[config.mk]
export PLATFORM = sky130hd
export DESIGN_NAME = rs232_tx_arbiter
export DESIGN_NICKNAME = d
export VERILOG_FILES = /design/src/rtl/rs232_tx_arbiter.sv
export SDC_FILE = /design/constraint.sdc
export NUM_CORES = 1
export LEC_CHECK = 0
export ABC_AREA = 1
export ABC_CLOCK_PERIOD_IN_PS = 3300
export CAP_MARGIN = 5
export CORE_MARGIN = 5
export CORE_UTILIZATION = 50
export DETAILED_ROUTE_END_ITERATION = 12
export PLACE_DENSITY = 0.93
export SLEW_MARGIN = 20
export SYNTH_ARGS = -nofsm -noshare
export SYNTH_HDL_FRONTEND = slang
export SYNTH_SLANG_ARGS = --single-unit
[constraint.sdc]
create_clock -name clock -period 3.3 [get_ports clock]
set_clock_uncertainty 0.05 [all_clocks]
set_input_delay 0.33 -clock clock [delete_from_list [all_inputs] [get_ports clock]]
set_output_delay 0.33 -clock clock [all_outputs]
set_load 0.02 [all_outputs]
[src/rtl/rs232_tx_arbiter.sv]
// Round-robin arbiter sharing one RS232 byte transmitter among N_REQ requesters.
// A grant covers a whole message, capped at MAX_BURST bytes before forced rotation.
module rs232_tx_arbiter #(
  parameter int N_REQ     = 4,
  parameter int MAX_BURST = 16
) (
  input  logic                 clock,
  input  logic                 reset,
  input  logic [N_REQ-1:0]     req_vld,
  input  logic [8*N_REQ-1:0]   req_data,
  input  logic [N_REQ-1:0]     req_last,
  output logic [N_REQ-1:0]     req_rdy,
  output logic [N_REQ-1:0]     grant,
  output logic [7:0]           uart_data,
  output logic                 uart_vld,
  input  logic                 uart_rdy,
  output logic                 busy,
  output logic [2:0]           dbg_state
);

  localparam int PW = (N_REQ > 1) ? $clog2(N_REQ) : 1;

  typedef enum logic [2:0] {
    IDLE      = 3'd0,
    LOAD      = 3'd1,
    SEND      = 3'd2,
    WAIT_BUSY = 3'd3,
    WAIT_DONE = 3'd4
  } state_t;

  state_t          state_q;
  logic [N_REQ-1:0] grant_q;
  logic [PW-1:0]   gidx_q;
  logic [PW-1:0]   ptr_q;
  logic [7:0]      count_q;
  logic [7:0]      data_q;
  logic            last_q;
  logic            uart_vld_q;

  logic            win_found_d;
  logic [PW-1:0]   win_idx_d;

  // Index base+k wrapped modulo N_REQ.
  function automatic logic [PW-1:0] rot_idx(input logic [PW-1:0] base, input int k);
    logic [PW:0] sum;
    sum = {1'b0, base} + (PW+1)'(k);
    if (sum >= (PW+1)'(N_REQ)) sum = sum - (PW+1)'(N_REQ);
    return sum[PW-1:0];
  endfunction

  function automatic logic [PW-1:0] next_idx(input logic [PW-1:0] i);
    return (i == PW'(N_REQ - 1)) ? '0 : i + 1'b1;
  endfunction

  // Scan from the highest offset down so the requester closest to ptr wins.
  always_comb begin
    win_found_d = 1'b0;
    win_idx_d   = '0;
    for (int k = N_REQ - 1; k >= 0; k--) begin
      if (req_vld[rot_idx(ptr_q, k)]) begin
        win_found_d = 1'b1;
        win_idx_d   = rot_idx(ptr_q, k);
      end
    end
  end

  // Handshakes: a byte moves on a rising clock edge exactly when valid and ready are both
  // high; valid, once raised, stays high with stable data until that edge.
  always_ff @(posedge clock or posedge reset) begin
    if (reset) begin
      state_q    <= IDLE;
      grant_q    <= '0;
      gidx_q     <= '0;
      ptr_q      <= '0;
      count_q    <= 8'd0;
      data_q     <= 8'h00;
      last_q     <= 1'b0;
      uart_vld_q <= 1'b0;
    end else begin
      case (state_q)
        IDLE: begin
          if (win_found_d) begin
            grant_q <= N_REQ'(1) << win_idx_d;
            gidx_q  <= win_idx_d;
            count_q <= 8'd0;
            state_q <= LOAD;
          end
        end
        LOAD: begin
          if (req_vld[gidx_q]) begin
            data_q     <= req_data[{gidx_q, 3'b000} +: 8];
            last_q     <= req_last[gidx_q];
            count_q    <= count_q + 8'd1;
            uart_vld_q <= 1'b1;
            state_q    <= SEND;
          end else begin
            grant_q <= '0;
            ptr_q   <= next_idx(gidx_q);
            state_q <= IDLE;
          end
        end
        SEND: begin
          if (uart_rdy) begin
            uart_vld_q <= 1'b0;
            state_q    <= WAIT_BUSY;
          end
        end
        WAIT_BUSY: begin
          if (!uart_rdy) state_q <= WAIT_DONE;
        end
        WAIT_DONE: begin
          if (uart_rdy) begin
            if (last_q || (count_q == 8'(MAX_BURST))) begin
              grant_q <= '0;
              ptr_q   <= next_idx(gidx_q);
              state_q <= IDLE;
            end else begin
              state_q <= LOAD;
            end
          end
        end
        default: state_q <= IDLE;
      endcase
    end
  end

  assign req_rdy   = (state_q == LOAD) ? (req_vld & grant_q) : '0;
  assign grant     = grant_q;
  assign uart_data = data_q;
  assign uart_vld  = uart_vld_q;
  assign busy      = (state_q != IDLE);
  assign dbg_state = state_q;

endmodule

# ---- After elaboration in Yosys (flattened, before gate mapping)
# Cells that the tools add are included.
dict set report totals {
  mem_bits_ro 0
  elab_cells 104
  in_bits 43
  regBits 29
  latch_bits 0
  ram_bits 0
  memories 0
}
dict set report op_classes {
  div_mod_pow 0
  n_shift 2
  add_sub_neg 9
  multipliers 0
  n_bitwise 1
  eq_ne 13
  order_cmp 9
  muxes 48
  reduce_logical 14
}
# cell n
set ops {}
lappend ops {{32-bit by 6-bit indexed part select with 8-bit output} 1}
lappend ops {{2-bit two-way mux} 13}
lappend ops {{4-bit two-way mux} 5}
lappend ops {{8-bit two-way mux} 2}
lappend ops {{8-bit one-hot mux with 2 select lines} 1}
lappend ops {{2-bit by 3-bit less-than comparator with 1-bit output (second input constant)} 5}
lappend ops {{3-bit one-hot mux with 5 select lines} 1}
lappend ops {{2-bit inequality test (second input constant)} 7}
lappend ops {{1-bit two-way mux} 13}
lappend ops {{1-bit binary-select mux with 2-bit select} 6}
lappend ops {{3-bit two-way mux} 4}
lappend ops {{4-bit one-hot mux with 3 select lines} 1}
lappend ops {{3-bit >= comparator (second input constant)} 3}
lappend ops {{8-bit by 1-bit adder with 8-bit output (second input constant)} 1}
lappend ops {{8-bit by 5-bit == test with 1-bit output (second input constant)} 1}
lappend ops {{4-bit AND reduction} 2}
lappend ops {{2-bit by 1-bit subtractor with 2-bit output (second input constant)} 4}
lappend ops {{2-bit by 2-bit adder with 3-bit output (second input constant)} 2}
lappend ops {{3-bit by 2-bit == test with 1-bit output (second input constant)} 2}
lappend ops {{3-bit AND reduction} 2}
lappend ops {{2-bit nonzero test} 3}
lappend ops {{3-bit nonzero test} 2}
lappend ops {{5-bit AND reduction} 1}
lappend ops {{4-bit bitwise AND} 1}
lappend ops {{other kinds (12)} 13}

# ---- Longest topological paths before layout
# Gate-level depths: netlist (run 1).
dict set report depth {
  ltp_word 12
  ltp_mapped 13
}

# ---- Worst setup path before layout (run 1)
# No wires, ideal clock.
dict set report synth_path {
  path_type {register -> output}
  startpoint {register state_q[0], in the netlist dbg_state[0]}
  endpoint {output port req_rdy[0]}
  stages_incl_launch_ff 5
  arrival_ps 1294
  t_required_ps 2920
  path_slack_ps 1626
  cell_sequence {dfrtp_1 inv_1 nor3_4 inv_2 nor2_1}
}
dict set report synth_between {
  elab_chain_cells 2
}
# item line_no
set synth_lines {}
lappend synth_lines {{start, declared} 31} ;# state_t state_q;
lappend synth_lines {{start signal, assigned} 71} ;# state_q <= IDLE;
lappend synth_lines {{start signal, assigned} 86} ;# state_q <= LOAD;
lappend synth_lines {{start signal, assigned} 95} ;# state_q <= SEND;
lappend synth_lines {{3-bit by 1-bit == test with 1-bit output} 127} ;# assign req_rdy = (state_q == LOAD) ? (req_vld & grant_q) : '0;
lappend synth_lines {{4-bit two-way mux} 127}
lappend synth_lines {{end, declared} 12} ;# output logic [N_REQ-1:0] req_rdy,
# No other way between the ends.

# ---- Worst setup path in the final report (run 1)
dict set report layout_path {
  startpoint {register state_q[2], in the netlist dbg_state[2]}
  endpoint {output port req_rdy[3]}
}
# Same word-level chain as after synthesis.

==> results.md, run 1 <==
- TritonCTS clock tree: yes
- Layout cell share with drive strength beyond 1: around a tenth
- Multi-input gate area: 1120 um2
- Slew @ Worst Pin: between 0.7 and 0.8 ns
- # clock sinks: 29
- Worst skew pair latency: about 0.28 ns
- Ys Warns: 0
- DRT Pass-1 Iters: 4
- Setup crit end kind: primary output
- Ports: 64
- Starting DRT DRC Count: between 150 and 200
- FFs w/ async S/R, synth: 100%
- Pins Over Slew Limit: 0
- CTS Buf Count: 5
- Slew HR: 51.0%
- Worst reg2reg setup slack: 1.15 ns
- Placed cell count: about 400
- Clock-pin slew on the worst setup and hold paths: approximately 0.070 ns
- Remaining antenna violation count: 0
- Nets: roughly 410
- Core box area: a little under 4000 um2
- CP Launch Type: register
- Max-cap violations: 0
- Worst Hold Class: input pin to asynchronous set/reset pin
- Via count: around 2100
- Critical path required time: approximately 3 ns
- Final hold vios: 0
- Die Y: approximately 74 um
- Wire length of the first global-routing pass: just over 9 mm
- Logic pwr share: 58.7%
- PortBufs: 63
- Cell taking the most area after synthesis: dfrtp_1
- Post-route setup TNS: 0 ns
- Overall Global Routing Usage: roughly 22%
- # fillers: 320
- Post-detail-place hpwl: roughly 4 mm
- Critical Path AT: about 2.1 ns
- Vias per cell: roughly 5.2
- Initial antenna violation count: 0
- Post-synthesis net count: roughly 340
- Max Freq: around 400 MHz
- Starting Density: 51.3%
- Gpl congestion: just under 0.9
- Sw Ratio: between 40% and 50%
- Cell Area, Synth: approximately 2000 um2
- Post-CTS Setup Bufs: 0
- Status: finished clean
- Power Density: between 900 and 1000 nW/um2
- Root Driver: clkbuf_8
- Post-synthesis sequential area ratio: 35.6%
- Width of the die: about 74 um
- Worst r2r path cells: 8
- Final Cycle Share: roughly three quarters
- CTS HTree Levels: 2
- Synthesized area per cell: just under 7 um2
- Largest net degree at the start of global routing: 30
- Netlist cell types: 29
- RSZ-0062 raised after global routing: false
- CTS resizes: 0
- Leakage: 1.29 nW
- Total die area: between 5000 and 6000 um2
- Row count: 23
- Vias in the first global route: slightly above 2000
- Hold_buf cts: 0
- Top cells by area, synth: dfrtp_1 (36%), nand2_1 (13%), nor2_1 (11%), o21ai_0 (6.4%), inv_1 (5.0%)
- Residual DRC: 0
- Seq. cell area: ~730 um2
- Post-synth EDFFs: 0
- NetSw: about 0.0012 W
- Power Internal: ~0.0013 W
- WL/cell: 12.9 um
- Seq pwr share: a little over a quarter
- End of the worst register-to-register path: uart_data[1]
- Syn Inst Count: 298
- Setup CP Type: register to primary output
- Antenna cell count: 0
- VDD IR max: around 0.00046 V
- Grt total ovfl: 0
- CTS Buffer Depth: 2
- RR Startpoint: gidx_q[0]
- Crit-path max FO: 10
- Crit. Startpoint: dbg_state[2]
- Final Critical Period: around 2.4 ns
- Most frequent cell after synthesis: nand2_1
- Most frequent cells after synthesis: nand2_1 (69), nor2_1 (61), dfrtp_1 (29)
- Dominant synthesized flop cell: dfrtp_1
- Synth top area share: 35.6%
- Synth-to-layout area growth: 37.1%
- Fin cells: approximately 410
- Final wirelength: 5.32 mm
- Clock power share: 15.1%
- Setup-failing EPs final: 0
- Synth Register Bits: 29
## cells in the final DEF (no fill, tap or decap), drive strengths merged, types with 4 or more instances in the layout
cell and instances:
nand2 82, clkdlybuf4s50 63, nor2 62, o21ai 36, inv 33, dfrtp 29
nand3 16, a31oi 8, clkbuf 7, nor3 6, a21oi 5, xor2 4
## layout make-up
type                    instances  share of cell area, %
multi-input cells             227                   40.2
flip-flops and latches         29                   26.0
repair buffers                 63                   22.6
inverters                      34                   4.84
clock buffers                   7                   3.09
well taps                      50                   2.24
clock inverters                 1                   1.07
## layer usage
layer  global-route usage, %  part of all wire (%)
met1                    26.0                    40
met2                    36.7                    50
met3                    5.06                   7.0
met4                    8.45                   2.6
met5                       0                     0
## kinds of logic (layout without fill, tap and decap cells)
family | count (synthesis) | count (layout) | synth area share (%)
adders and majority gates | 3 | 3 | 1.84
DFF | 29 | 29 | 35.6
and+or+nand+nor | 169 | 169 | 37.5
buffers and inverters | 42 | 105 | 9.27
AOI/OAI and AO/OA | 51 | 51 | 14.1
xor gates and xnor gates | 4 | 4 | 1.72
## worst max-delay path, cell delays in order (launching register included)
cell and delay, ns:
dfrtp_1 0.47, nor3_4 0.40, inv_2 0.18, nor2_1 0.12, clkdlybuf4s50_1 0.61
## power by group through the flow
stage	clock [W]	combinational, W	sequential, W
after floorplan	0	0.00104	0.000688
after global placement	0	0.00143	0.000658
after detailed placement	0	0.00147	0.000662
after CTS	0.000387	0.00149	0.000659
after global routing	0.000400	0.00166	0.000684
final	0.000382	0.00148	0.000661
## state kept, by name, indices dropped and copies added, names as in the netlist
signal and flops:
ptr_q 2, gidx_q 2, grant 4, uart_vld 1
last_q 1, count_q 8, uart_data 8, dbg_state 3
## through the flow
stage	setup slack, ns	power [W]	hold slack [ns]	cell area, um2	util [%]
after floorplan	1.63	0.00173	0.358	2040	-
after global placement	1.21	0.00209	0.441	2680	67.4
after detailed placement	1.17	0.00213	0.447	2680	67.4
after CTS	0.859	0.00254	0.464	2790	70.4
after global routing	0.740	0.00274	0.454	2790	70.4
final	0.858	0.00253	0.386	2790	70.4
## worst max path at each step
stage / endpoint / slack, ns
5_1_grt: req_rdy[1] / 0.74
3_3_place_gp: req_rdy[1] / 1.21
2_1_floorplan: req_rdy[0] / 1.63
4_1_cts: req_rdy[3] / 0.86
6_report: req_rdy[3] / 0.86
3_5_place_dp: uart_data[1] / 1.17
(Power assumes the default switching activity.)
==> run 2: changes to the inputs <==
- ABC_CLOCK_PERIOD_IN_PS: 3300 -> 2500
- CORE_UTILIZATION: 50 -> 47
- PLACE_DENSITY: 0.93 -> 0.89
- clock period: 3.3 -> 2.5 ns (I/O delays scaled with it)
==> run 2 against run 1 <==
  * Clock-buffer cell count fell by 1
  * Non-clock buffer count up 4
  * Die area is 5.5% higher
  * First-iteration DRC count shrank 28%
  * Total power rose by 28%
  * Sequential power grew 20%
  * Combinational power increased by 41%
  * Highest routed layer unchanged
==> results.md, run 2 (synthesized netlist as in run 1, its figures left out) <==
- Grt total ovfl: 0 (unchanged)
- PortBufs: 63 (unchanged)
- Final wirelength: 5.21 mm (-2.0%)
- Critical Path AT: 2.01 ns (-0.05 ns)
- Residual DRC: 0 (unchanged)
- Vias per cell: 5.09 (-2.3%)
- Initial antenna violation count: 0 (unchanged)
- Worst skew pair latency: 0.29 ns (about the same)
- Crit-path max FO: 10 (unchanged)
- Post-CTS Setup Bufs: 0 (unchanged)
- Starting DRT DRC Count: 114 (-28%)
- Core box area: 4290 um2 (+8.1%)
- CTS Buffer Depth: 2 (unchanged)
- Crit path buffers/inverters: 2 (unchanged)
- CTS Buf Count: 5 (unchanged)
- Power Density: 1160 nW/um2 (+28%)
- Starting Density: 47.5% (-3.9 points)
- Clock-pin slew on the worst setup and hold paths: 0.06 ns (about the same)
- Nets: 410 (+0.99%)
- Most frequent cells in the layout: nand2_1 (69), clkdlybuf4s50_1 (63), nor2_1 (61)
- RSZ-0062 raised after global routing: false
- Pins Over Slew Limit: 0 (unchanged)
- VDD IR max: 0.000615 V (+34%)
- # fillers: 378 (+18%)
- Max-cap violations: 0 (unchanged)
- Vias in the first global route: 1982 (-2.2%)
- Via count: 2122 (-0.89%)
- Root Driver: clkbuf_8
- Setup crit end kind: primary output
- Layout cell share with drive strength beyond 1: 11.0% (+0.71 points)
- Placed Area: 2710 um2 (+1.2%)
- Final Critical Period: about 2.3 ns
- WL/cell: 12.5 um (-3.4%)
- CTS HTree Levels: 2 (unchanged)
- Gpl congestion: 0.888 (+2.7%)
- Max Freq: roughly 430 MHz
- TritonCTS clock tree: yes
- Cell breakdown of the critical path: nor3_4 > inv_2 > nor2_1 > clkdlybuf4s50_1
- Crit-path leading delay family: buffers and inverters
- Width of the die: 75.9 um (+2.7%)
- Slew @ Worst Pin: 0.364 ns (-0.371 ns)
- WHS: 0.283 ns (-0.103 ns)
- Leakage: 1.30 nW (+0.57%)
- Crit-path slowest cell: clkdlybuf4s50_1
- Final hold vios: 0 (unchanged)
- Largest net degree at the start of global routing: 30 (unchanged)
- # clock sinks: 29 (unchanged)
- CP Launch Type: register
- Synth-to-layout area growth: 37.0% (about the same)
- Final Cycle Share: between 90 and 100%
- Row count: 24 (+4.3%)
- Commonest non-fill, non-tap cell in the layout: nand2_1
- Status: finished clean
- Multi-input gate area: 1120 um2 (unchanged)
- Seq. cell area: 726 um2 (unchanged)
- Post-detail-place hpwl: 4.07 mm (unchanged)
- Overall Global Routing Usage: 20.1% (-1.4 points)
- Wire length of the first global-routing pass: 8.78 mm (-3.0%)
- Post-route cell area: 2790 um2 (about the same)
- Setup CP Type: register to primary output
- DRT Pass-1 Iters: 4 (unchanged)
- Hold_buf cts: 0 (unchanged)
- Die Y: 75.9 um (+2.7%)
- Slew HR: 75.5% (+24 points)
- Critical path required time: 2.20 ns (-0.72 ns)
- Post-route setup TNS: 0 ns (unchanged)
- Ports: 64 (unchanged)
- Antenna cell count: 0 (unchanged)
- Remaining antenna violation count: 0 (unchanged)
- Worst Hold Class: input pin to asynchronous set/reset pin
- CTS resizes: 0 (unchanged)
- Critical Path Max Stage Delay: 0.61 ns (about the same)
- Total die area: 5750 um2 (+5.5%)
- Setup-failing EPs final: 0 (unchanged)
-- run 2: changes by cell type in the layout (fill, tap and decap cells not counted), sizes merged --
cell | previous run | this run
bufinv | 1 | 0
clkbuf | 7 | 6
clkinv | 1 | 3
buf | 0 | 4
-- run 2: power breakdown --
group          leakage, nW  internal (W)  total [W]  switching (W)
clock network       0.0450      0.000192   0.000370       0.000178
registers            0.364      0.000646   0.000792       0.000146
logic                0.892      0.000790    0.00208        0.00129
total                 1.30       0.00163    0.00324        0.00161
-- run 2: worst reg2reg max path: stages (launching register included) --
cell and delay [ns]:
dfrtp_1 0.51, inv_6 0.14, nand2_1 0.05, nand2_1 0.09, nand2_1 0.09, nand2_2 0.10, nor2_4 0.04, nand2_4 0.08
clkinv_1 0.07, nand2_1 0.14, nand2_2 0.11, nand2_1 0.07, nand2_1 0.05
-- run 2: final cells by class --
class                           count  share of cell area [%]
Sequential cell                    29                    26.0
Clock buffer                        6                    2.60
Timing Repair Buffer               67                    23.7
Inverter                           34                    4.84
Tap cell                           52                    2.33
Multi-Input combinational cell    227                    40.2
Clock inverter                      2                   0.358
-- run 2: final timing paths --
| path | start | slack, ns | end | cells past startpoint |
|---|---|---|---|---|
| worst max-delay path | dbg_state[2] | 0.19 | req_rdy[2] | 4 |
| worst min-delay path | reset | 0.28 | uart_data[6] | 3 |
| worst max register to register | ptr_q[0] | 0.79 | grant[2] | 12 |
| worst min register to register | grant[3] | 0.46 | grant[3] | 2 |
| max in group asynchronous | reset | 1.85 | uart_data[4] | 3 |
| min in group clock | grant[3] | 0.46 | grant[3] | 2 |
-- run 2: stage by stage --
stage / utilization (%) / power (W) / instances / worst slack, ns
finish: 65.0 / 0.00324 / 417 / 0.188
global route: 65.0 / 0.00354 / 417 / 0.0574
CTS: 65.0 / 0.00326 / 417 / 0.179
detailed placement: 63.1 / 0.00288 / 409 / 0.490
global placement: 63.1 / 0.00281 / 409 / 0.554
floorplan: - / 0.00228 / 298 / 0.906
-- run 2: routing by layer --
layer	track usage [%]	part of all wire (%)
met5	0	0
met4	7.38	1.6
met1	24.6	43
met3	6.33	7.5
met2	33.2	48
==> run 3: changes to the inputs <==
- CORE_UTILIZATION: 47 -> 48
- CTS_BUF_LIST: not set -> sky130_fd_sc_hd__clkbuf_4
- PLACE_DENSITY: 0.89 -> 0.9
==> run 3 against run 2 <==
  * Cell count unchanged
  * Fmax is 3.5% higher
  * Via count is 1.1% higher
  * Clock-buffer cell count is the same
  * Sequential power is essentially flat
  * Highest routed layer unchanged
  * Wire length is 0.77% lower
  * Cell area is 0.54% lower
  * Sequential cell count is the same
==> results.md, run 3 (synthesized netlist as in run 1, its figures left out) <==
- WHS: 0.240 ns (-0.0432 ns)
- Slew HR: 74.9% (-0.61 points)
- Overall Global Routing Usage: 19.7% (-0.38 points)
- Starting DRT DRC Count: 121 (+6.1%)
- CTS Buf Count: 5 (unchanged)
- End of the worst register-to-register path: count_q[5]
- Max Freq: 448 MHz (+3.5%)
- Root Driver: clkbuf_4
- VDD IR max: 0.000613 V (-0.34%)
- Worst Hold Class: input pin to asynchronous set/reset pin
- Max-cap violations: 0 (unchanged)
- WL/cell: 12.4 um (-0.77%)
- Remaining antenna violation count: 0 (unchanged)
- Crit-path max FO: 10 (unchanged)
- Hold_buf cts: 0 (unchanged)
- Die Y: 75.2 um (-0.90%)
- Post-CTS Setup Bufs: 0 (unchanged)
- CTS HTree Levels: 2 (unchanged)
- Status: finished clean
- Antenna cell count: 0 (unchanged)
- Final Critical Period: 2.23 ns (-0.0778 ns)
- RR Startpoint: ptr_q[0]
- Layout cell share with drive strength beyond 1: 11.7% (+0.76 points)
- Critical Path AT: 1.93 ns (-0.08 ns)
- Met3 Track Usage GR: 5.47% (-0.86 points)
- Fin cells: 417 (unchanged)
- TritonCTS clock tree: yes
- NetSw: 0.00160 W (-0.54%)
- Busiest grt layer: met2
- Core box area: 4060 um2 (-5.5%)
- CTS Buffer Depth: 2 (unchanged)
- DRT Pass-1 Iters: 4 (unchanged)
- Seq pwr share: 24.8% (+0.4 points)
- Gpl congestion: 0.866 (-2.4%)
- Logic pwr share: 66.4% (+2.3 points)
- Clock-pin slew on the worst setup and hold paths: 0.09 ns (+0.03 ns)
- Vias in the first global route: 2060 (+3.9%)
- Clock power share: 8.8% (-2.6 points)
- Sw Ratio: 50.5% (+0.69 points)
- Pins Over Slew Limit: 0 (unchanged)
- Worst reg2reg setup slack: 0.78 ns (about the same)
- Critical path required time: 2.20 ns (about the same)
- Setup-failing EPs final: 0 (unchanged)
- Leakage: 1.30 nW (+0.11%)
- Width of the die: 75.2 um (-0.90%)
- Final Cycle Share: 89.4% (-3.1 points)
- Initial antenna violation count: 0 (unchanged)
- Starting Density: 50.2% (+2.8 points)
- Commonest non-fill, non-tap cell in the layout: nand2_1
- PortBufs: 63 (unchanged)
- # clock sinks: 29 (unchanged)
- Most frequent cells in the layout: nand2_1 (69), clkdlybuf4s50_1 (63), nor2_1 (61)
- Pwr Total: 0.00318 W (-1.9%)
- Residual DRC: 0 (unchanged)
- Crit. Startpoint: dbg_state[0]
- Synth-to-layout area growth: 36.3%
- Setup crit end kind: primary output
- Placed cell count: 407 (-0.49%)
- Worst r2r path cells: 11 (-1)
- CTS resizes: 0 (unchanged)
- Post-route setup TNS: 0 ns (unchanged)
- Final wirelength: 5.17 mm (-0.77%)
- RSZ-0062 raised after global routing: false
- Ports: 64 (unchanged)
- Total die area: 5650 um2 (-1.8%)
- Vias per cell: 5.14 (+1.1%)
- Slew @ Worst Pin: 0.377 ns (+0.0129 ns)
- Power Density: 1140 nW/um2 (-1.4%)
- Met1 Use GR: 23.8% (-0.79 points)
- # fillers: 349 (-7.7%)
- Final hold vios: 0 (unchanged)
- Worst skew pair latency: 0.32 ns (+0.03 ns)
- Post-detail-place hpwl: 4.05 mm (-0.43%)
- Met2 Track Usage GR: 33.0% (-0.20 points)
- Grt total ovfl: 0 (unchanged)
- Via count: 2145 (+1.1%)
- CP Launch Type: register
- Setup CP Type: register to primary output
- Largest net degree at the start of global routing: 30 (unchanged)
- Power Internal: 0.00157 W (-3.2%)
- Nets: 412 (+0.49%)
- Row count: 23 (-4.2%)
- Wire length of the first global-routing pass: 8.67 mm (-1.3%)
==> run 3: final cells by class <==
type	count	area, um2	area share [%]
Clock buffer	6	45.0	1.62
Clock inverter	2	10.0	0.360
Inverter	34	135	4.86
Multi-Input combinational cell	227	1120	40.5
Sequential cell	29	726	26.1
Tap cell	50	62.6	2.25
Timing Repair Buffer	69	676	24.3
==> run 3: worst max-delay path by stage <==
stage | end | slack (ns)
2_1_floorplan | req_rdy[0] | 0.91
3_3_place_gp | req_rdy[0] | 0.55
3_5_place_dp | req_rdy[0] | 0.47
4_1_cts | req_rdy[0] | 0.11
5_1_grt | req_rdy[0] | 0.12
6_report | req_rdy[0] | 0.27
==> run 3: per-stage QoR <==
stage	setup slack, ns	cell area [um2]	utilization [%]
2_1_floorplan	0.906	2040	-
3_3_place_gp	0.549	2710	66.7
3_5_place_dp	0.469	2710	66.7
4_1_cts	0.105	2760	68.1
5_1_grt	0.120	2780	68.5
6_report	0.266	2780	68.5
==> run 3: worst max-delay path, cell delays in order (launching register included) <==
cell and delay (ns):
dfrtp_1 0.41, inv_1 0.10, nor3_4 0.23, inv_2 0.13, nor2_1 0.12, clkdlybuf4s50_1 0.62
==> run 3: power groups by stage <==
stage               Clock (W)  Sequential (W)  Combinational, W
floorplan                   0        0.000909           0.00137
global placement            0        0.000789           0.00202
detailed placement          0        0.000797           0.00209
CTS                  0.000286        0.000789           0.00209
global route         0.000306        0.000811           0.00236
finish               0.000280        0.000789           0.00211
==> run 3: routing by layer <==
layer  up-vias  wire length, um
met2        54             2480
met1       985             2280
met4         0              103
met3        14              307
met5         -                0
li1       1092                -
